**src/rtl/adc_avg_filter.sv**
```systemverilog
// Boxcar moving-average filter over the last 2**LOG2N ADC samples.
// Optional macro ADC_PEAK_HOLD_EN adds running peak_max/peak_min outputs.
module adc_avg_filter #(
    parameter int DW    = 8,
    parameter int LOG2N = 3
) (
    input  logic          clk,
    input  logic          rst,
    input  logic [DW-1:0] din,
    input  logic          din_vld,
    input  logic          clr,
    output logic [DW-1:0] avg_out,
    output logic          avg_vld,
    output logic          full
`ifdef ADC_PEAK_HOLD_EN
    ,
    output logic [DW-1:0] peak_max,
    output logic [DW-1:0] peak_min
`endif
);

    localparam int N  = 1 << LOG2N;
    localparam int SW = DW + LOG2N;

    typedef enum logic {
        FILL,
        RUN
    } state_t;

    state_t             state_q, state_d;
    logic [LOG2N-1:0]   cnt_q, cnt_d;
    logic [LOG2N-1:0]   wptr_q, wptr_d;
    logic [SW-1:0]      sum_q, sum_d;
    logic [DW-1:0]      buf_q [N];
    logic [DW-1:0]      buf_d [N];
    logic               s1_vld_q, s1_vld_d;
    logic               full_q, full_d;
    logic [DW-1:0]      avg_q, avg_d;
    logic               avg_vld_q, avg_vld_d;
`ifdef ADC_PEAK_HOLD_EN
    logic [DW-1:0]      pmax_q, pmax_d;
    logic [DW-1:0]      pmin_q, pmin_d;
`endif

    always_comb begin
        state_d   = state_q;
        cnt_d     = cnt_q;
        wptr_d    = wptr_q;
        sum_d     = sum_q;
        buf_d     = buf_q;
        s1_vld_d  = 1'b0;
        full_d    = full_q;
        avg_d     = avg_q;
        avg_vld_d = 1'b0;
`ifdef ADC_PEAK_HOLD_EN
        pmax_d    = pmax_q;
        pmin_d    = pmin_q;
`endif
        if (clr) begin
            // Soft flush mirrors reset; any same-cycle sample is dropped
            state_d = FILL;
            cnt_d   = '0;
            wptr_d  = '0;
            sum_d   = '0;
            full_d  = 1'b0;
            avg_d   = '0;
            for (int i = 0; i < N; i++) begin
                buf_d[i] = '0;
            end
`ifdef ADC_PEAK_HOLD_EN
            pmax_d  = '0;
            pmin_d  = '1;
`endif
        end else begin
            if (din_vld) begin
                // Slot being overwritten leaves the window as din enters
                sum_d         = sum_q + SW'(din) - SW'(buf_q[wptr_q]);
                buf_d[wptr_q] = din;
                wptr_d        = wptr_q + 1'b1;
                unique case (state_q)
                    FILL: begin
                        if (cnt_q == LOG2N'(N - 1)) begin
                            state_d  = RUN;
                            cnt_d    = '0;
                            full_d   = 1'b1;
                            s1_vld_d = 1'b1;
                        end else begin
                            cnt_d = cnt_q + 1'b1;
                        end
                    end
                    RUN: begin
                        s1_vld_d = 1'b1;
                    end
                    default: begin
                        state_d = FILL;
                    end
                endcase
`ifdef ADC_PEAK_HOLD_EN
                if (din > pmax_q) pmax_d = din;
                if (din < pmin_q) pmin_d = din;
`endif
            end
            if (s1_vld_q) begin
                avg_d     = DW'(sum_q >> LOG2N);
                avg_vld_d = 1'b1;
            end
        end
    end

    always_ff @(posedge clk) begin
        if (rst) begin
            state_q   <= FILL;
            cnt_q     <= '0;
            wptr_q    <= '0;
            sum_q     <= '0;
            for (int i = 0; i < N; i++) begin
                buf_q[i] <= '0;
            end
            s1_vld_q  <= 1'b0;
            full_q    <= 1'b0;
            avg_q     <= '0;
            avg_vld_q <= 1'b0;
`ifdef ADC_PEAK_HOLD_EN
            pmax_q    <= '0;
            pmin_q    <= '1;
`endif
        end else begin
            state_q   <= state_d;
            cnt_q     <= cnt_d;
            wptr_q    <= wptr_d;
            sum_q     <= sum_d;
            buf_q     <= buf_d;
            s1_vld_q  <= s1_vld_d;
            full_q    <= full_d;
            avg_q     <= avg_d;
            avg_vld_q <= avg_vld_d;
`ifdef ADC_PEAK_HOLD_EN
            pmax_q    <= pmax_d;
            pmin_q    <= pmin_d;
`endif
        end
    end

    assign avg_out  = avg_q;
    assign avg_vld  = avg_vld_q;
    assign full     = full_q;
`ifdef ADC_PEAK_HOLD_EN
    assign peak_max = pmax_q;
    assign peak_min = pmin_q;
`endif

endmodule

```
**config.mk**
```make
export PLATFORM = sky130hd
export DESIGN_NAME = adc_avg_filter
export DESIGN_NICKNAME = d
export VERILOG_FILES = /design/src/rtl/adc_avg_filter.sv
export SDC_FILE = /design/constraint.sdc
export NUM_CORES = 1
export LEC_CHECK = 0
export CAP_MARGIN = 15
export CORE_AREA = 4 4 95 97
export CTS_CLUSTER_SIZE = 25
export DETAILED_ROUTE_END_ITERATION = 12
export DIE_AREA = 0 0 99 101
export DONT_BUFFER_PORTS = 1
export PLACE_DENSITY = 0.74
export SLEW_MARGIN = 25
export SYNTH_ARGS = -nofsm -noshare
export SYNTH_HDL_FRONTEND = slang
export SYNTH_SLANG_ARGS = --single-unit
```
**constraint.sdc**
```tcl
create_clock -name clk -period 3.7 [get_ports clk]
set_clock_uncertainty 0.2 [all_clocks]
set_input_delay 0.37 -clock clk [delete_from_list [all_inputs] [get_ports clk]]
set_output_delay 0.37 -clock clk [all_outputs]
set_load 0.02 [all_outputs]
```
==> results of run 1 <==
[where the power goes]
group | switching, mW | internal (mW)
clock network | 0.377 | 0.266
logic | 0.189 | 0.141
registers | 0.0126 | 1.02
total | 0.578 | 1.42
[cells by family after synthesis]
| family | after synthesis |
|---|---|
| flops | 93 |
| xor+xnor | 4 |
| compound gates | 93 |
| mux | 47 |
| simple gates | 200 |
| fa+ha+maj | 22 |
| buf+inv | 66 |
[state kept, by name, summed over array words and instances, names as in the netlist]
signal and flops:
avg_out 8, s1_vld_q 1, wptr_q 3, full 1, cnt_q 3, avg_vld 1
sum_q 11, buf_q 64, state_q 1
[critical path, delay by kind of cell, from the launching register on]
family / cells / cell delay [ps]
buffers and inverters: 2 / 190
adders and majority gates: 2 / 790
AOI/OAI and AO/OA: 2 / 410
DFF: 1 / 360
muxes: 2 / 790
and+or+nand+nor: 3 / 710
[what timing repair did]
action / in CTS / in global routing
endpoints found under the hold margin: 78 / 0
hold buffers: 10 / 0
resized for setup: 0 / 9
setup endpoints to repair: 0 / 5
[final timing paths]
check                  from        end  slack [ps]
setup / recovery  wptr_q[2]   sum_q[6]         110
hold / removal      din_vld  wptr_q[2]          20
setup reg to reg  wptr_q[2]   sum_q[6]         110
hold reg to reg   buf_q[10]  buf_q[10]         260
[Yosys cell counts, types with 5 or more instances]
master | n | area [um^2]
mux4_2 | 16 | 360
mux2i_1 | 23 | 230
nand3_1 | 8 | 40.0
nor2_1 | 36 | 135
a21oi_1 | 66 | 330
buf_2 | 5 | 25.0
dfxtp_1 | 93 | 1860
fa_1 | 8 | 160
nand2_1 | 121 | 454
o21ai_0 | 6 | 30.0
nand2b_1 | 6 | 37.5
clkbuf_1 | 20 | 75.1
inv_1 | 35 | 131
mux2_2 | 8 | 90.1
ha_1 | 14 | 175
[metrics by stage]
| step | cell area [um^2] | power, mW |
|---|---|---|
| after global placement | 4650 | 1.33 |
| after floorplan | 4590 | 1.30 |
| final | 4970 | 2.00 |
| after CTS | 4940 | 1.99 |
| after global routing | 4970 | 2.10 |
| after detailed placement | 4660 | 1.34 |
[layout make-up]
cell class                 instances  area [um^2]
fill                             682         3160
multi-input combinational        366         2480
sequential                        93         1870
timing repair buffer              18          180
clock buffer                      10          138
inverter                          35          131
tap                              105          131
clock inverter                     6         45.0
[per-layer routing]
| metal | track usage [%] | vias up | part of all wire (%) |
|---|---|---|---|
| li1 | - | 1769 | - |
| met4 | 6.09 | 0 | 1.4 |
| met1 | 29.7 | 1720 | 46 |
| met5 | 0 | - | 0 |
| met3 | 4.64 | 13 | 6.9 |
| met2 | 35.4 | 121 | 46 |
==> metrics, run 1 <==
main flop type after synthesis=dfxtp_1; # setup viols final=0; Leak=around 1.7 nW; worst-margin pin slew=~850 ps; TNS Setup=0 ps; placed insts=607; Post-Synth XOR/XNOR Area=less than 1%; critical path class=register to register; all-layer global routing usage=approximately 22%; DRC=0; largest net degree at the start of global routing=63; routed wire length=between 10,000 and 15,000 um; share of cells above drive strength 1=between 10% and 20%; FMAX=278 MHz; vias in the first global route=~3,400; Mapped Area=about 4600 um^2; Area growth syn-to-layout=8.32%; Setup WS post-layout=about 110 ps; Setup crit end kind=register; Initial Util=56.4%; final hold vios=0; worst stage delay on the critical path=~490 ps; Worst Path Max Fanout=11; Worst Setup Start Kind=register; slew margin rel.=a little over two fifths; count of final max-slew check failures=0; Avg Inst Size Synth=8.74 um^2; Boundary Pins=22; adder-cell area share of the yosys netlist=~7.3%; ANT nets after route=0; routed vias=between 3,000 and 4,000; sequential fraction of the synthesis area=about two fifths; status=completed; TritonCTS Buffers=9; largest family of logic cells by synthesized area=simple AND/OR/NAND/NOR gates; GP Congestion=~0.86; Mapped Nets=approximately 560; synth unique cells=49; non-filler cells, final=~630; max cap viols=0; Detailed Place HPWL=about 7000 um; row count=33; number of synthesized flops with an enable pin=0; vias per cell=between 5 and 6; Worst EP arrival=3620 ps; Critical-path top delay cell=mux4_2; first-pass GRT wire length=roughly 17,000 um; Worst Reg-to-Reg Cells=11; WL/cell=roughly 16 um; Die Width=between 90 and 100 um; Core Region=~8000 um^2; TritonCTS clock tree=done; Skew-Pair Late Insertion Delay=roughly 360 ps; Worst Hold Class=input pin to register; period utilization=97.1%; Post-CTS Setup Repair Bufs=0; Synth Area in Compound Gates=roughly an eighth; post-synthesis mux area share=14.8%; crit-path cells=buf_12 -> mux4_2 -> mux2_2 -> fa_1 -> inv_1 -> ha_1 -> nor2b_4 -> o31a_1 -> or3_2 -> nand3_1 -> a21oi_1; initial antenna violation count=0; WHS=roughly 24 ps; Synth warnings=0; die area=between 9000 and 10,000 um^2; CTS root buffer=clkbuf_8; pre-CTS setup slack=about 86 ps; CP required=~3700 ps; simple-gate share of the synthesized area=between 10% and 20%; First-pass DRT Iterations=5; Async SR Flop Fraction=0%; VDD IR max=~0.20 mV; Final min period=roughly 3600 ps; CTS Sinks=slightly above 90; Starting DRT DRC Count=290; deepest level of the CTS H-tree=3; n_diodes=0; WHS Path Cells=3; Final Net Count=557; Power Dens Cells=approximately 400 nW/um^2; Yosys reg bits=93; IO Port Bufs=0; most frequent cells in the layout=nand2_1 (121), dfxtp_1 (90), a21oi_1 (66); synthesized netlist cell count=525; Die Y-Extent=a little over 100 um; final core occ=61.1%; grt ovf=0; CTS Buffer Depth=2; commonest non-fill, non-tap cell in the layout=nand2_1; Worst-path clk slew=roughly 90 ps
(Power assumes the default switching activity.)
==> run 2, diff against run 1 <==
--- a/config.mk
+++ b/config.mk
@@ -6,12 +6,12 @@
 export NUM_CORES = 1
 export LEC_CHECK = 0
 export CAP_MARGIN = 15
-export CORE_AREA = 4 4 95 97
+export CORE_AREA = 4 4 100 102
 export CTS_CLUSTER_SIZE = 25
 export DETAILED_ROUTE_END_ITERATION = 12
-export DIE_AREA = 0 0 99 101
+export DIE_AREA = 0 0 104 106
 export DONT_BUFFER_PORTS = 1
-export PLACE_DENSITY = 0.74
+export PLACE_DENSITY = 0.68
 export SLEW_MARGIN = 25
 export SYNTH_ARGS = -nofsm -noshare
 export SYNTH_HDL_FRONTEND = slang
==> run 2 against run 1 <==
  * Die area is 10% higher
  * Clock power is 5.9% lower
  * Register-to-register slack hardly changed
  * Final cell count is 0.95% higher
  * Sequential cell count stayed put
  * Design area is 0.73% higher
  * Via count is 0.30% lower
  * Wire length is 6.1% higher
  * Critical endpoint is now sum_q[10]
==> metrics, run 2 (synthesis results as in run 1) <==
Final Net Count=559 (was 557); share of cells above drive strength 1=12.5% (was 12.1%); Worst Hold Class=input pin to register (unchanged); Core Region=9110 um^2 (was 8130 um^2); crit-path cells=buf_12 -> mux4_2 -> mux2_2 -> fa_1 -> inv_1 -> ha_1 -> nor2b_4 -> o31a_1 -> o21a_1 -> nor4_2 -> nor3_2 (was buf_12 -> mux4_2 -> mux2_2 -> fa_1 -> inv_1 -> ha_1 -> nor2b_4 -> o31a_1 -> or3_2 -> nand3_1 -> a21oi_1); GP Congestion=0.826 (was 0.856); Post-CTS Setup Repair Bufs=0 (unchanged); launch point of the worst path=wptr_q[2] (unchanged); Power Dens Cells=393 nW/um^2 (was 403 nW/um^2); Detailed Place HPWL=7150 um (was 6960 um); # setup viols final=0 (unchanged); routed vias=3,612 (was 3,623); period utilization=97.2% (was 97.1%); Die Y-Extent=106 um (was 101 um); WL/cell=17.3 um (was 16.4 um); Worst Setup Start Kind=register (unchanged); Worst-path clk slew=80 ps (was 90 ps); VDD IR max=0.280 mV (was 0.196 mV); Skew-Pair Late Insertion Delay=350 ps (was 360 ps); First-pass DRT Iterations=5 (unchanged); Worst Reg-to-Reg Cells=11 (unchanged); worst-margin pin slew=882 ps (was 855 ps); count of final max-slew check failures=0 (unchanged); WHS Path Cells=2 (was 3); largest net degree at the start of global routing=48 (was 63); initial antenna violation count=0 (unchanged); Final min period=3600 ps (was 3590 ps); max cap viols=0 (unchanged); worst r2r src=wptr_q[2] (unchanged); Leak=1.74 nW (was 1.73 nW); row count=35 (was 33); slew margin rel.=41.2% (was 42.8%); Worst EP arrival=3610 ps (was 3620 ps); final hold vios=0 (unchanged); routed wire length=11,000 um (was 10,400 um); most frequent cells in the layout=nand2_1 (121), dfxtp_1 (90), a21oi_1 (65) (was nand2_1 (121), dfxtp_1 (90), a21oi_1 (66)); vias in the first global route=3,470 (was 3,402); DRC=0 (unchanged); CTS Sinks=93 (unchanged); fillcell total=845 (was 682); vias per cell=5.65 (was 5.72); critical path class=register to register (unchanged); all-layer global routing usage=20.3% (was 21.9%); Die Width=104 um (was 99 um); IO Port Bufs=0 (unchanged); Starting DRT DRC Count=286 (was 290); max reg flops=64 (unchanged); CTS Buffer Depth=2 (unchanged); grt ovf=0 (unchanged); min-delay src=din_vld (unchanged); TritonCTS clock tree=done (unchanged); Boundary Pins=22 (unchanged); most flop-heavy register=buf_q (unchanged); TritonCTS Buffers=9 (unchanged); multi-input logic area=2490 um^2 (was 2480 um^2); n_diodes=0 (unchanged); Final Power=1.97 mW (was 2.00 mW); CP required=3710 ps (was 3720 ps); Initial Util=50.4% (was 56.4%); Worst Path Max Fanout=10 (was 11); Critical-path top delay cell=mux4_2 (unchanged); Area growth syn-to-layout=9.11% (was 8.32%); CTS root buffer=clkbuf_8 (unchanged); Reg area=1870 um^2 (about the same); die area=11,000 um^2 (was 10000 um^2); FMAX=278 MHz (about the same); worst stage delay on the critical path=500 ps (was 490 ps); commonest non-fill, non-tap cell in the layout=nand2_1 (unchanged); first-pass GRT wire length=17,900 um (was 17,200 um); Setup crit end kind=register (unchanged); ANT nets after route=0 (unchanged); TNS Setup=0 ps (unchanged); deepest level of the CTS H-tree=3 (unchanged); status=completed (unchanged)
-- run 2: final cells by class --
class                   count  share of cell area, %
clock inverters             3                  0.475
well taps                 111                   2.77
clock buffers              11                   2.82
multi-input cells         366                   49.8
flip-flops and latches     93                   37.3
inverters                  35                   2.62
repair buffers             20                   4.17
-- run 2: timing repair --
item	CTS	global route
endpoints found under the hold margin	78	0
gates resized for setup	0	13
endpoints found under the setup margin	0	6
hold buffers	10	0
-- run 2: routing by layer --
metal	routed length (um)	track usage, %
met5	0	0
met4	167	5.41
met3	776	5.95
met2	5430	34.8
met1	4650	25.2
-- run 2: critical path: cells and delay by family, from the launching register on --
family                   cells  cell delay, ps
buffers and inverters        2             200
AO/OA/AOI/OAI                2             530
flip-flops                   1             390
adder cells (fa/ha/maj)      2             780
multiplexers                 2             810
AND/OR/NAND/NOR              3             530
-- run 2: where the power goes --
group          leakage [nW]  total [mW]  internal, mW  switching, mW
sequential            0.753        1.03          1.02         0.0132
clock                0.0775       0.605         0.257          0.348
combinational         0.910       0.335         0.143          0.192
-- run 2: final timing paths --
path	to	slack (ps)
worst max-delay path	sum_q[10]	100
worst min-delay path	s1_vld_q	6
worst max register to register	sum_q[10]	100
worst min register to register	buf_q[23]	260
-- run 2: stage by stage --
step | setup WS, ps | hold WS, ps | cell area, um^2 | util [%] | cells
final | 104 | 5.80 | 5010 | 55.0 | 639
after global routing | -10.2 | 14.6 | 5010 | 55.0 | 639
after CTS | 18.9 | 1.92 | 4930 | 54.2 | 638
after detailed placement | 43.4 | 247 | 4670 | 51.3 | 614
after global placement | 103 | 239 | 4670 | 51.3 | 614
after floorplan | 208 | 233 | 4590 | - | 525
==> run 3, diff against run 2 <==
--- a/config.mk
+++ b/config.mk
@@ -6,12 +6,12 @@
 export NUM_CORES = 1
 export LEC_CHECK = 0
 export CAP_MARGIN = 15
-export CORE_AREA = 4 4 100 102
+export CORE_AREA = 4 4 95 97
 export CTS_CLUSTER_SIZE = 25
 export DETAILED_ROUTE_END_ITERATION = 12
-export DIE_AREA = 0 0 104 106
+export DIE_AREA = 0 0 99 101
 export DONT_BUFFER_PORTS = 1
-export PLACE_DENSITY = 0.68
+export PLACE_DENSITY = 0.74
 export SLEW_MARGIN = 25
 export SYNTH_ARGS = -nofsm -noshare
 export SYNTH_HDL_FRONTEND = slang
==> results of run 3 <==
Final layout, timing and power as in run 1 (identical DEF).
==> RTL change 1: new RTL, flow settings as in run 3 <==
Add a define of `ADC_PEAK_HOLD_EN`.
--- a/src/rtl/adc_avg_filter.sv
+++ b/src/rtl/adc_avg_filter.sv
@@ -2,2 +2,4 @@
 // Optional macro ADC_PEAK_HOLD_EN adds running peak_max/peak_min outputs.
+`define ADC_PEAK_HOLD_EN
+
 module adc_avg_filter #(
Behaviour (old outputs only; new: peak_max and peak_min): unchanged (Yosys induction, for registers that start in step).
==> RTL change 1 against run 3 <==
- maximum frequency increased by 1.7%
- total power increased by 15%
- setup slack improved by 0.058 ns
- hold slack improved by 0.031 ns
- final area increased by 20%
- sequential cell count increased by 16
- routed wire length increased by 25%
- die area unchanged
- area after synthesis increased by 21%
- clock power increased by 6.5%
- final cell count increased by 20%
- sequential power increased by 18%
- largest cell class unchanged
- largest power group unchanged
==> RTL change 1: results (changes against run 3) <==
Yosys:
- The xor and xnor fraction of the mapped netlist area is 0.790% (+0.026 points).
- The mux contribution to synthesized area is 12.8% (-2.0 points).
- After synthesis, the cell types taking the most area are sky130_fd_sc_hd__dfxtp_1 (39%), sky130_fd_sc_hd__nand2_1 (9.5%), sky130_fd_sc_hd__a21oi_1 (8.1%), sky130_fd_sc_hd__ha_1 (6.5%), sky130_fd_sc_hd__mux4_2 (6.5%).
- The number of distinct library cell variants in the gate-level netlist after synthesis is 46 (-6.1%).
- The net count after synthesis came to 703 (+26%).
- The share of the synthesized area in compound gates (AO/OA/AOI/OAI) is 14.2% (+2.6 points).
- Sorting the synthesized cells by how often they occur yields sky130_fd_sc_hd__nand2_1 (140), sky130_fd_sc_hd__dfxtp_1 (109), sky130_fd_sc_hd__a21oi_1 (90).
- The gate count after technology mapping is 654 (+25%).

Clocking:
- The clock edge transition at the registers on the reported setup and hold paths came to 0.11 ns (+0.02 ns).
- The maximum number of buffers from clock root to sink is 2 (unchanged).
- The number of gates given a new drive strength after cts is 2 (+2).

Critical path:
- The largest stage delay on the critical path is 0.52 ns (+0.03 ns).
- The startpoint identified for the worst register-to-register timing path is wptr_q[0].
- The family with the most delay on the worst path is compound AO/OA/AOI/OAI gates.
- The data arrival time of the critical path is 3.61 ns (about the same).
- The critical path ends at sum_q[10].
- The worst-path maximum fanout came to 18 (+7).
- The flop-to-flop setup slack is 0.16 ns (+0.06 ns).

Route:
- The number of detailed-routing iterations run before antenna repair was 8 (+3).
- The average detailed-routed wire length per instance is 17.1 µm (+4.0%).
- The mean number of vias per cell is 5.94 (+3.8%).
- The iteration-0 DRC count of the detailed router is 344 (+19%).

Pwr:
- The leakage dissipation is 2.23 nW (+29%).
- The switching power total came to 0.685 mW (+19%).
- The worst IR drop on VDD is 0.000225 V (+14%).
- The internal power contribution came to 1.63 mW (+14%).
- The combinational logic power is 0.406 mW (+23%).
- The clock network fraction of design power came to 29.6% (-2.5 points).

Placed design:
- The detailed placement HPWL is 8.47 mm (+22%).
- The number of placed instances with taps included came to 734 (+21%).
- The weighted congestion at the end of routability-driven global placement is 0.891 (+4.1%).

Outcome:
- The flow ran to the end, and the final reports show no timing, DRC or antenna violations.

Cells and area:
- The fraction of layout cells with a size suffix above 1 is 9.16% (-3.0 points).

Global route:
- The pin count of the biggest net entering global routing came to 96 (+52%).
- The aggregate global-route resource usage is 27.2% (+5.3 points).
- The number of global-route vias before repair is 4334 (+27%).
- The global-route wire length before repair was 21.7 mm (+26%).

STA:
- The minimum hold slack is 0.0546 ns (+0.0310 ns).
- The pin slew with the least headroom to its limit is 0.951 ns (+0.0957 ns).

Min path:
- The worst hold path terminates at sum_q[5].
RTL change 1: area by class of cell:
type / instances / area (µm²)
Clock buffer: 10 / 128
Timing Repair Buffer: 19 / 191
Inverter: 50 / 188
Sequential cell: 109 / 2190
Multi-Input combinational cell: 461 / 3070
Clock inverter: 6 / 53.8
Fill cell: 619 / 2180
Tap cell: 105 / 131
RTL change 1: metal layers:
metal	GRT usage (%)	routed length, µm	vias to the layer above
met4	10.6	322	0
met5	0	0	-
met1	35.3	5420	2114
li1	-	-	2203
met2	44.9	6200	169
met3	5.19	1030	28
RTL change 1: through the flow:
step / utilization [%] / worst slack [ns] / cell area [µm²]
3_5_place_dp: 68.9 / -0.0119 / 5600
4_1_cts: 72.4 / 0.00605 / 5890
5_1_grt: 73.2 / 0.00887 / 5950
6_report: 73.2 / 0.164 / 5950
3_3_place_gp: 68.9 / 0.0532 / 5600
2_1_floorplan: - / 0.0675 / 5550
==> RTL change 2: new RTL, settings of run 3 <==
Without the edit above. Take the reset off `sum_q` and load it in a clocked block of its own.
--- a/src/rtl/adc_avg_filter.sv
+++ b/src/rtl/adc_avg_filter.sv
@@ -114,3 +114,2 @@
             wptr_q    <= '0;
-            sum_q     <= '0;
             for (int i = 0; i < N; i++) begin
@@ -130,3 +129,2 @@
             wptr_q    <= wptr_d;
-            sum_q     <= sum_d;
             buf_q     <= buf_d;
@@ -143,2 +141,6 @@
 
+    always_ff @(posedge clk) begin
+        sum_q <= sum_d;
+    end
+
     assign avg_out  = avg_q;
Behaviour: no difference found for any inputs over 10 cycles, from zero or initial values; that may be too few to reach the edited logic, so the function may still have changed.
==> RTL change 2 against run 3 <==
- hold slack hardly changed
- routed wire length is 10% higher
- final area is 2.5% higher
- area after synthesis is 0.41% lower
- setup slack worse by 0.040 ns
- sequential cell count stayed put
- critical path type unchanged
- largest cell class unchanged
Power is not compared: it rests on default switching activity, and its combinational part moved more than twofold at a synthesized area within 25%.
==> RTL change 2: results (changes against run 3) <==
Yosys:
- The number of distinct library cell variants in the gate-level netlist after synthesis is 44 (-10%).
- By area the synthesized netlist is led by sky130_fd_sc_hd__dfxtp_1 (41%), sky130_fd_sc_hd__nand2_1 (12%), sky130_fd_sc_hd__a21oi_1 (8.4%), sky130_fd_sc_hd__mux4_2 (7.9%), sky130_fd_sc_hd__ha_1 (3.8%).
- The sequential element share of the synthesized area is 40.7% (+0.17 points).
- The share of the synthesized area in compound gates (AO/OA/AOI/OAI) came to 12.8% (+1.2 points).
- The xor and xnor fraction of the mapped netlist area is 0.575% (-0.19 points).
- The net count after synthesis is 570 (+2.0%).
- The mux contribution to synthesized area is 13.4% (-1.4 points).
- The commonest cells after synthesis are sky130_fd_sc_hd__nand2_1 (142), sky130_fd_sc_hd__dfxtp_1 (93), sky130_fd_sc_hd__a21oi_1 (77).
- The adder and majority gate portion of the synthesized area is 7.34% (+0.030 points).

Route:
- The count of vias placed by the detailed router came to 3802 (+4.9%).
- The iteration-0 DRC count of the detailed router is 260 (-10%).
- The average detailed-routed wire length per instance is 17.5 µm (+6.5%).

Pwr:
- Across the VDD grid, the largest voltage drop is 0.000276 V.

Cells and area:
- The most flop-heavy register is buf_q.
- The fraction of layout cells with a size suffix above 1 is 13.5% (+1.4 points).
- The layout net count is 578 (+3.8%).
- The cell area after layout came to 0.00509 mm² (+2.5%).
- The number of inserted filler cells in the final layout is 707 (+3.7%).

STA:
- The pin slew with the least headroom to its limit is 0.822 ns (-0.0327 ns).
- The final critical-path share of the clock period is 98.2% (+1.1 points).

Critical path:
- The worst-path maximum fanout was 7 (-4).
- The flop-to-flop setup slack is 0.07 ns (-0.04 ns).
- The number of cell instances on the worst register-to-register path came to 11 (unchanged).
- The worst register-to-register path ends at sum_q[10].
- The data arrival time of the critical path is 3.70 ns (+0.08 ns).
- For this run, the slowest stage of the critical path takes 0.50 ns.
- The worst register-to-register path begins at wptr_q[0].

Global route:
- The global-route wire length before repair came to 18.6 mm (+7.9%).
- The initial antenna violation count is 0 (unchanged).
- The aggregate global-route resource usage is 24.1% (+2.2 points).
- The number of global-route vias before repair came to 3713 (+9.1%).
- The pin count of the biggest net entering global routing is 60 (-4.8%).

Clocking:
- The clock root buffer master is sky130_fd_sc_hd__clkbuf_8.
- The TritonCTS buffer count is 9 (unchanged).
- The maximum number of buffers from clock root to sink came to 2 (unchanged).

Placed design:
- The detailed placement HPWL came to 7.55 mm (+8.5%).
- The post-placement worst setup slack was 0.0151 ns (-0.0710 ns).
- The weighted congestion at the end of routability-driven global placement is 0.881 (+2.9%).
- The area of placed instances is 0.00472 mm² (+1.3%).

Outcome:
- The run finished with clean final reports.

Min path:
- The instance count along the most critical hold path is 2 (-1).
- For hold timing, the worst endpoint is sum_q[10].
- In this run the most critical hold path is launched from clr.
==> RTL change 2: cell types whose count changed after synthesis, sizes merged, moves of 3 or more <==
cell	run 3	this run
nand2	121	142
mux2i	23	15
nor2	40	33
a21oi	66	78
nand2b	6	3
or3	3	0
==> RTL change 2: area by class of cell <==
| type | instances | area, µm² | share of cell area (%) |
|---|---|---|---|
| clock buffers | 9 | 124 | 2.43 |
| clock inverters | 7 | 72.6 | 1.42 |
| inverters | 36 | 135 | 2.65 |
| multi-input cells | 376 | 2490 | 48.9 |
| flip-flops and latches | 93 | 1860 | 36.6 |
| well taps | 105 | 131 | 2.58 |
| repair buffers | 28 | 275 | 5.40 |
==> RTL change 2: what timing repair did <==
item                                    4_1_cts  5_1_grt
endpoints found under the setup margin        2        4
setup buffers                                 0        1
pin swaps                                     0        1
hold buffers                                 11        0
endpoints found under the hold margin        78        0
resized for setup                             1        9
==> RTL change 2: worst max-delay path: cells and delay by family, from the launching register on <==
family / cells / cell delay [ns]
mux: 3 / 1.14
fa+ha+maj: 2 / 0.79
compound gates: 4 / 0.79
flops: 1 / 0.37
buf+inv: 2 / 0.24
==> RTL change 2: report_power, final <==
part / internal (mW) / switching, mW / leakage, nW
Sequential: 1.05 / 0.0361 / 0.753
Combinational: 0.367 / 0.421 / 0.987
Clock: 0.315 / 0.380 / 0.0960
Total: 1.73 / 0.837 / 1.84
==> RTL change 2: worst max-delay path by stage <==
stage	startpoint	to	cells after the start
final	wptr_q[0]	sum_q[10]	11
after global routing	wptr_q[0]	sum_q[10]	11
after CTS	wptr_q[0]	sum_q[7]	11
after detailed placement	wptr_q[0]	sum_q[10]	11
after global placement	wptr_q[0]	sum_q[10]	10
after floorplan	wptr_q[0]	sum_q[10]	11
==> RTL change 2: layer usage <==
metal | vias up | wire (µm) | track usage [%] | share of wire (%)
met4 | 0 | 261 | 8.09 | 2.3
li1 | 1812 | - | - | -
met3 | 23 | 955 | 6.92 | 8.4
met5 | - | 0 | 0 | 0
met2 | 150 | 5520 | 40.5 | 48
met1 | 1817 | 4700 | 29.8 | 41
==> RTL change 2: logic make-up (layout without fill, tap and decap cells) <==
kind of cell / after synthesis / after routing
simple gates: 210 / 210
mux: 40 / 40
xor+xnor: 3 / 3
flops: 93 / 93
fa+ha+maj: 22 / 22
compound gates: 101 / 101
buf+inv: 67 / 80
==> RTL change 2: per-stage QoR <==
step	cells	hold slack, ns
after CTS	653	0.0118
after global routing	654	0.0229
final	654	0.0237
after floorplan	536	0.233
after global placement	626	0.239
after detailed placement	626	0.243
